--- config.mk ---
export PLATFORM = sky130hd
export DESIGN_NAME = cart_bank_ctrl
export DESIGN_NICKNAME = d
export VERILOG_FILES = /design/src/rtl/cart_bank_ctrl.sv
export SDC_FILE = /design/constraint.sdc
export NUM_CORES = 1
export LEC_CHECK = 0
export ABC_AREA = 1
export CAP_MARGIN = 20
export CORE_MARGIN = 4
export CORE_UTILIZATION = 28
export DETAILED_ROUTE_END_ITERATION = 8
export PLACE_DENSITY = 0.87
export SLEW_MARGIN = 20
export SYNTH_ARGS = -nofsm -noshare
export SYNTH_HDL_FRONTEND = slang
export SYNTH_SLANG_ARGS = --single-unit
--- constraint.sdc ---
create_clock -name clk_i -period 1.8 [get_ports clk_i]
set_clock_uncertainty 0.05 [all_clocks]
set_input_delay 0.54 -clock clk_i [delete_from_list [all_inputs] [get_ports clk_i]]
set_output_delay 0.54 -clock clk_i [all_outputs]
set_load 0.1 [all_outputs]
--- src/rtl/cart_bank_ctrl.sv ---
// Cartridge bank-switching controller and ROM-port arbiter.
// Decodes F8/F6/F4 hotspot accesses to select a 4 KB bank, forms the ROM
// address, and hands the ROM write port to the host loader while holding the
// CPU stalled at a bus-cycle boundary.
//
// Handshake: the loader raises load_req_i (level) and must keep it high for as
// long as it wants the port; it may only write (load_wr_i) while load_ack_o is
// high, at most one byte per clock; dropping load_req_i returns the port to the
// CPU after a single RELEASE clock. stall_cpu_o is high in every state except
// IDLE.
module cart_bank_ctrl #(
  parameter int ROM_ADDR_BITS = 15
) (
  input  logic                     clk_i,
  input  logic                     rst_i,
  input  logic                     enable_i,
  input  logic [12:0]              cpu_adr_i,
  input  logic [1:0]               mode_i,
  input  logic                     load_req_i,
  input  logic                     load_wr_i,
  input  logic [ROM_ADDR_BITS-1:0] load_adr_i,
  input  logic [7:0]               load_dat_i,
  output logic                     load_ack_o,
  output logic                     stall_cpu_o,
  output logic [ROM_ADDR_BITS-1:0] rom_adr_o,
  output logic [7:0]               rom_dat_o,
  output logic                     rom_we_o,
  output logic [2:0]               bank_o,
  output logic [1:0]               state_o
);

  typedef enum logic [1:0] {
    IDLE    = 2'd0,
    DRAIN   = 2'd1,
    LOAD    = 2'd2,
    RELEASE = 2'd3
  } state_t;

  localparam logic [1:0] MODE_NONE = 2'd0;
  localparam logic [1:0] MODE_F8   = 2'd1;
  localparam logic [1:0] MODE_F6   = 2'd2;
  localparam logic [1:0] MODE_F4   = 2'd3;

  state_t      state_q, state_d;
  logic [1:0]  mode_q, mode_d;
  logic [2:0]  bank_q, bank_d;
  logic [11:0] adr_lo;
  logic [11:0] f6_off;
  logic [11:0] f4_off;
  logic [2:0]  bank_masked;

  // The bank a freshly selected image starts in: the last one.
  function automatic logic [2:0] power_up_bank(input logic [1:0] mode);
    case (mode)
      MODE_F8: power_up_bank = 3'd1;
      MODE_F6: power_up_bank = 3'd3;
      MODE_F4: power_up_bank = 3'd7;
      default: power_up_bank = 3'd0;
    endcase
  endfunction

  assign adr_lo = cpu_adr_i[11:0];
  assign f6_off = adr_lo - 12'hFF6;
  assign f4_off = adr_lo - 12'hFF4;

  // State, mode and bank registers; reset reloads mode and its power-up bank.
  always_ff @(posedge clk_i) begin
    if (rst_i) begin
      state_q <= IDLE;
      mode_q  <= mode_i;
      bank_q  <= power_up_bank(mode_i);
    end else begin
      state_q <= state_d;
      mode_q  <= mode_d;
      bank_q  <= bank_d;
    end
  end

  // Next-state logic for the port arbiter.
  always_comb begin
    state_d = state_q;
    case (state_q)
      IDLE:    if (load_req_i) state_d = DRAIN;
      DRAIN: begin
        // A dropped request wins over a coincident bus-cycle strobe.
        if (!load_req_i)   state_d = IDLE;
        else if (enable_i) state_d = LOAD;
      end
      LOAD:    if (!load_req_i) state_d = RELEASE;
      RELEASE: state_d = IDLE;
      default: state_d = IDLE;
    endcase
  end

  // Hotspot decode (CPU-owned bus cycles only) and post-load mode/bank reload.
  always_comb begin
    bank_d = bank_q;
    mode_d = mode_q;
    if (state_q == RELEASE) begin
      mode_d = mode_i;
      bank_d = power_up_bank(mode_i);
    end else if (state_q == IDLE && enable_i && cpu_adr_i[12]) begin
      case (mode_q)
        MODE_F8: begin
          if (adr_lo == 12'hFF8) bank_d = 3'd0;
          if (adr_lo == 12'hFF9) bank_d = 3'd1;
        end
        MODE_F6: begin
          if (adr_lo >= 12'hFF6 && adr_lo <= 12'hFF9) bank_d = {1'b0, f6_off[1:0]};
        end
        MODE_F4: begin
          if (adr_lo >= 12'hFF4 && adr_lo <= 12'hFFB) bank_d = f4_off[2:0];
        end
        default: bank_d = bank_q;
      endcase
    end
  end

  // Only as many bank bits as the mapper uses reach the ROM address.
  always_comb begin
    bank_masked = 3'd0;
    case (mode_q)
      MODE_F8:   bank_masked = {2'b00, bank_q[0]};
      MODE_F6:   bank_masked = {1'b0, bank_q[1:0]};
      MODE_F4:   bank_masked = bank_q;
      MODE_NONE: bank_masked = 3'd0;
      default:   bank_masked = 3'd0;
    endcase
  end

  // ROM port mux: loader address while it owns the port, CPU address otherwise.
  always_comb begin
    rom_adr_o = ROM_ADDR_BITS'({bank_masked, adr_lo});
    if (state_q == LOAD) rom_adr_o = load_adr_i;
  end

  assign rom_dat_o   = load_dat_i;
  assign rom_we_o    = load_wr_i & (state_q == LOAD);
  assign stall_cpu_o = (state_q != IDLE);
  assign load_ack_o  = (state_q == LOAD);
  assign bank_o      = bank_q;
  assign state_o     = state_q;

endmodule

### Word-level counts from Yosys, hierarchy flattened

Cells that the tools add are included.
W data, S select, Z words.

* bits in registers: 7
* input bits: 43
* output and inout port bits: 31
* logic and storage cells: 57

* add/subtract/negate cells: 2
* $lt $le $gt $ge: 4
* equal/unequal tests: 17
* multiplexer cells: 18
* bitwise logic cells: 1
* reduce and logical (&&, ||, !) cells: 12

Operators by type and width (number)
* $eq A12 B12 Y1 const B: 2
* $ge A12 B12 Y1 const B: 2
* $le A12 B12 Y1 const B: 2
* $mux W3: 7
* $pmux W3 S3: 2
* $mux W15: 1
* $eq A2 B2 Y1 const B: 6
* $mux W2: 6
* $pmux W3 S4: 1
* $ne A4 B4 Y1 const B: 2
* $pmux W2 S4: 1
* $eq A2 B1 Y1 const B: 3
* $ne A5 B5 Y1 const B: 1
* $reduce_and A5 Y1: 1
* $reduce_bool A5 Y1: 1
* $logic_and A1 B1 Y1: 4
* $logic_not A2 Y1: 2
* $ne A2 B2 Y1 const B: 2
* $reduce_bool A2 Y1: 2
* $ne A3 B3 Y1 const B: 1
* $reduce_and A3 Y1: 1
* $reduce_bool A3 Y1: 1
* $sub A3 B3 Y3 const B: 1
* $sub A2 B2 Y2 const B: 1
* $and A1 B1 Y1: 1

### Depth between registers and ports, before layout

* depth after elaboration: 7
* mapped depth: 7

### Worst setup path before layout

No wires, ideal clock.

* path kind: register to output
* from: reg state_q[0] (netlist: state_o[0])
* to: out rom_adr_o[1]
* data arrival time: 3.498 ns
* required time: 1.210 ns
* slack: -2.288 ns
* stages on the path, launching flop included: 6
* buffers on the path: 1
* cell sequence: dfxtp_1 inv_2 nand2_4 inv_2 buf_6 o21ai_0

* word-level cells in the longest chain between the ends: 2

RTL lines
* from (decl): line 44 `state_t state_q, state_d;`
* from (signal assigned): line 73 `state_q <= state_d;`
* $eq A2 B2 Y1: line 134 `if (state_q == LOAD) rom_adr_o = load_adr_i;`
* $mux W15: line 134
* to (decl): line 25 `output logic [ROM_ADDR_BITS-1:0] rom_adr_o,`

No other way between the ends.

### Worst setup path in the final report

* from: reg mode_q[1]
* to: out rom_adr_o[14]

* word-level cells in the longest chain between the ends: 3
* elaborated cells between the ends (all ways): 6
* those cells by class: 3 x eq/ne; 2 x mux; 1 x reduce/logical

RTL lines
* from (decl): line 45 `logic [1:0] mode_q, mode_d;`
* from (signal assigned): line 70 `mode_q <= mode_i;`
* from (signal assigned): line 74 `mode_q <= mode_d;`
* $eq A2 B2 Y1 (tied with other cells): line 122 `case (mode_q)`
* $pmux W3 S4 (*): line 122
* $mux W15 (*): line 134

Every way passes the cells marked *; elsewhere a longest branch is shown, timed or not.

==> results.txt <==
After global routing the overflow that remains totals 0. Setup repair after global routing could not meet its margin everywhere. The number of levels the H-tree was split into was 1.

Cell with the largest stage delay on the worst path: edfxtp_1. The cell area that synthesis handed to floorplanning was 713 µm². Averaged over all synthesized cells, the footprint is 5.99 µm².

In the layout the commonest cells are dlygate4sd2_1, buf_12, nand2_8. The total via count in the routed design is 1201, and the power density over the cells is 527 nW/µm². For the pin with the worst max-slew slack, the measured transition is 432 ps. The run gives 0 as the residual antenna-violating net count after detailed routing. For this run, the total global-route usage over all layers was measured as 26.7%. Counting instances, the worst hold path has a depth of 4. The worst max-slew margin expressed relative to the limit was 71.0%.

At the end of the flow the core is filled with cells to 86.3%. Setup violations remaining at the end of the flow were counted as 20. The core region is 2450 µm². Among cell families on the critical path, the largest total delay comes from flip-flops. The proportion of layout cells with a drive suffix above 1 was 57.8%. For the TritonCTS sink count, the log shows 7. The logs give 4 for the number of iterations in the first detailed-routing pass and -1660 ps for the sum of negative setup slack. The checks that failed: negative setup slack. The stage delay of the slowest cell on the critical path works out to 410 ps.

The total I/O pin count is 74. By area the synthesized netlist is led by nand2_1, edfxtp_1, buf_4. The cell count after synthesis came out at 119. The logs give 0.529 mV for the worst voltage drop across the vdd grid and 29.1% for the initial core utilization. The die is 58.5 µm tall. 0 antenna diodes ended up in the layout. The first routing iteration left 55 violations. The via count of the first global-routing pass was 1261. Biggest area consumer among synthesized cells: nand2_1. The top cell type by area accounts for 27.9% of the synthesized area. In this run, post-CTS hold repair placed 0 buffers. TritonCTS built the clock tree.

Wires add up to 4770 µm. The depth of the worst register-to-register path was 8. The run gives 0 as the DRC violations left. The most common cell after layout, fill and taps aside was dlygate4sd2_1. The tools report the CTS buffer count as 3. Count of distinct cell types in the synthesized netlist: 19.

The clock passes through at most 2 buffers. The floorplan has 18 rows. Start-to-end type of the worst setup path: register to primary output. In this run the static leakage power is 0.915 nW. The worst setup path is captured at a primary output. The number of I/O port buffers is 57.

The path class of the tightest hold or removal check is register to register. The worst setup path is launched from a register. The floorplan step set the die width to 58.5 µm.

Timing would allow up to 513 MHz. From synthesis to final layout, the design area changed by 197%. Clock period minus worst slack: 1950 ps. At the end of routability-driven placement, the weighted congestion stood at 0.799. Max-cap violations in this run came to 0.

The flow ran to the end, but the final reports show violations. The synthesized netlist net count came out at 162. The run gives 0 as the initial antenna violation count.

The tools report the number of endpoints with negative hold slack in the final report as 0. The share of the Yosys chip area taken by registers is 26.7%. Counting flops and latches in the post-synthesis netlist gives 7. During synthesis, Yosys emitted a total of 0 warnings. Clock latency on the worst-skew pair, taken at its later pin, is 250 ps. The buffer and inverter count on the worst path works out to 2.

The setup check on the worst reg-to-reg path leaves a slack of 90 ps. Along the worst path, the maximum fanout reaches 3. In the final layout, the multi-input gates occupy 843 µm². The number of nets at the end of the flow is 231, and the share of the cycle needed by the critical path after routing is 108%. In this run the critical register-to-register path is captured at bank_o[1]. The sum of net half-perimeters after detailed placement is 2600 µm. The largest net degree at the start of global routing is 10. In the final routed layout, each cell accounts on average for 22.0 µm. The tools report the worst path arrival time as 1360 ps. The first element of the critical path was mode_q[1]. At the worst endpoint, the required time is 1210 ps. The tools report the area enclosed by the die boundary as 3420 µm². After clock tree synthesis, the clock-pin slew on the worst setup and hold paths is 50 ps. Walking the worst path, the cells encountered are nand2_1 -> inv_1 -> nand3_4 -> nand2_8 -> buf_12.

The minimum setup slack in the final design was -151 ps; the via count normalized by instance count was 5.53. Summing all flip-flop and latch instances after layout gives 198 µm². Fill cells in the final layout number 110. The start of the worst register-to-register path was state_o[0]. The cell sitting at the root of the clock tree is a clkbuf_4. The number of slew-limit violations in the final report is 0. The run gives 6800 µm as the global-route wire length before repair.
worst max path at each step:
stage,slack (ps),to,cells after the start
global route,-170,rom_adr_o[14],5
floorplan,-230,rom_adr_o[1],5
CTS,-110,rom_adr_o[1],6
finish,-150,rom_adr_o[14],5
detailed placement,-320,bank_o[1],8
global placement,-280,rom_adr_o[2],4
layout make-up:
| cell class | instances | share of cell area (%) |
|---|---|---|
| Timing Repair Buffer | 74 | 43.7 |
| Multi-Input combinational cell | 86 | 39.8 |
| Sequential cell | 7 | 9.33 |
| Inverter | 15 | 3.72 |
| Tap cell | 30 | 1.77 |
| Clock buffer | 4 | 1.24 |
| Timing Repair inverter | 1 | 0.413 |
tightest hold or removal path, cell delays in order (launching register included):
cell and delay [ps]:
dfxtp_4 380, buf_4 120, nor3_1 80, nand2_1 90, a21oi_1 70
cell families (layout without fill, tap and decap cells):
kind of cell	after synthesis	in the layout	share of synthesized area, %
AND/OR/NAND/NOR	75	75	44.0
AO/OA/AOI/OAI	11	11	9.65
buffers and inverters	26	94	19.6
flip-flops	7	7	26.7
cells in the mapped netlist:
cell      instances
inv_2             3
buf_6             1
nor2_1            7
edfxtp_1          5
nand4_1           1
o21ai_0           6
inv_1            12
dfxtp_1           2
nor3_1            1
nand3_1          11
a22oi_2           1
o31ai_1           1
nand2_4           1
a21oi_2           1
buf_4             9
a21oi_1           2
nand2_1          53
buf_2             1
nor2_4            1
power by group:
group          switching [W]  leakage, nW  internal, W  total (W)
combinational       0.000481        0.832     0.000291   0.000772
clock              0.0000573       0.0150    0.0000845   0.000142
sequential         0.0000169       0.0677     0.000186   0.000203
per-stage QoR:
stage | cells | hold WS (ps) | setup WS, ps | instance area [µm²] | power, W
after floorplan | 119 | 543 | -234 | 982 | 0.000699
after global placement | 203 | 543 | -281 | 1790 | 0.000891
after detailed placement | 203 | 572 | -322 | 1790 | 0.000904
after CTS | 216 | 673 | -106 | 2080 | 0.00109
after global routing | 217 | 801 | -167 | 2120 | 0.00115
final | 217 | 738 | -151 | 2120 | 0.00112
routing by layer:
layer / part of all wire (%) / track usage, %
met4: 7.2 / 10.3
met5: 0 / 0
met3: 7.2 / 5.26
met2: 51 / 52.0
met1: 34 / 27.6
timing repair:
action,CTS,global route
pin swaps,27,8
buffers inserted,7,1
resized for setup,83,14
endpoints found under the setup margin,21,21
gates cloned,2,0
(Power assumes the default switching activity.)
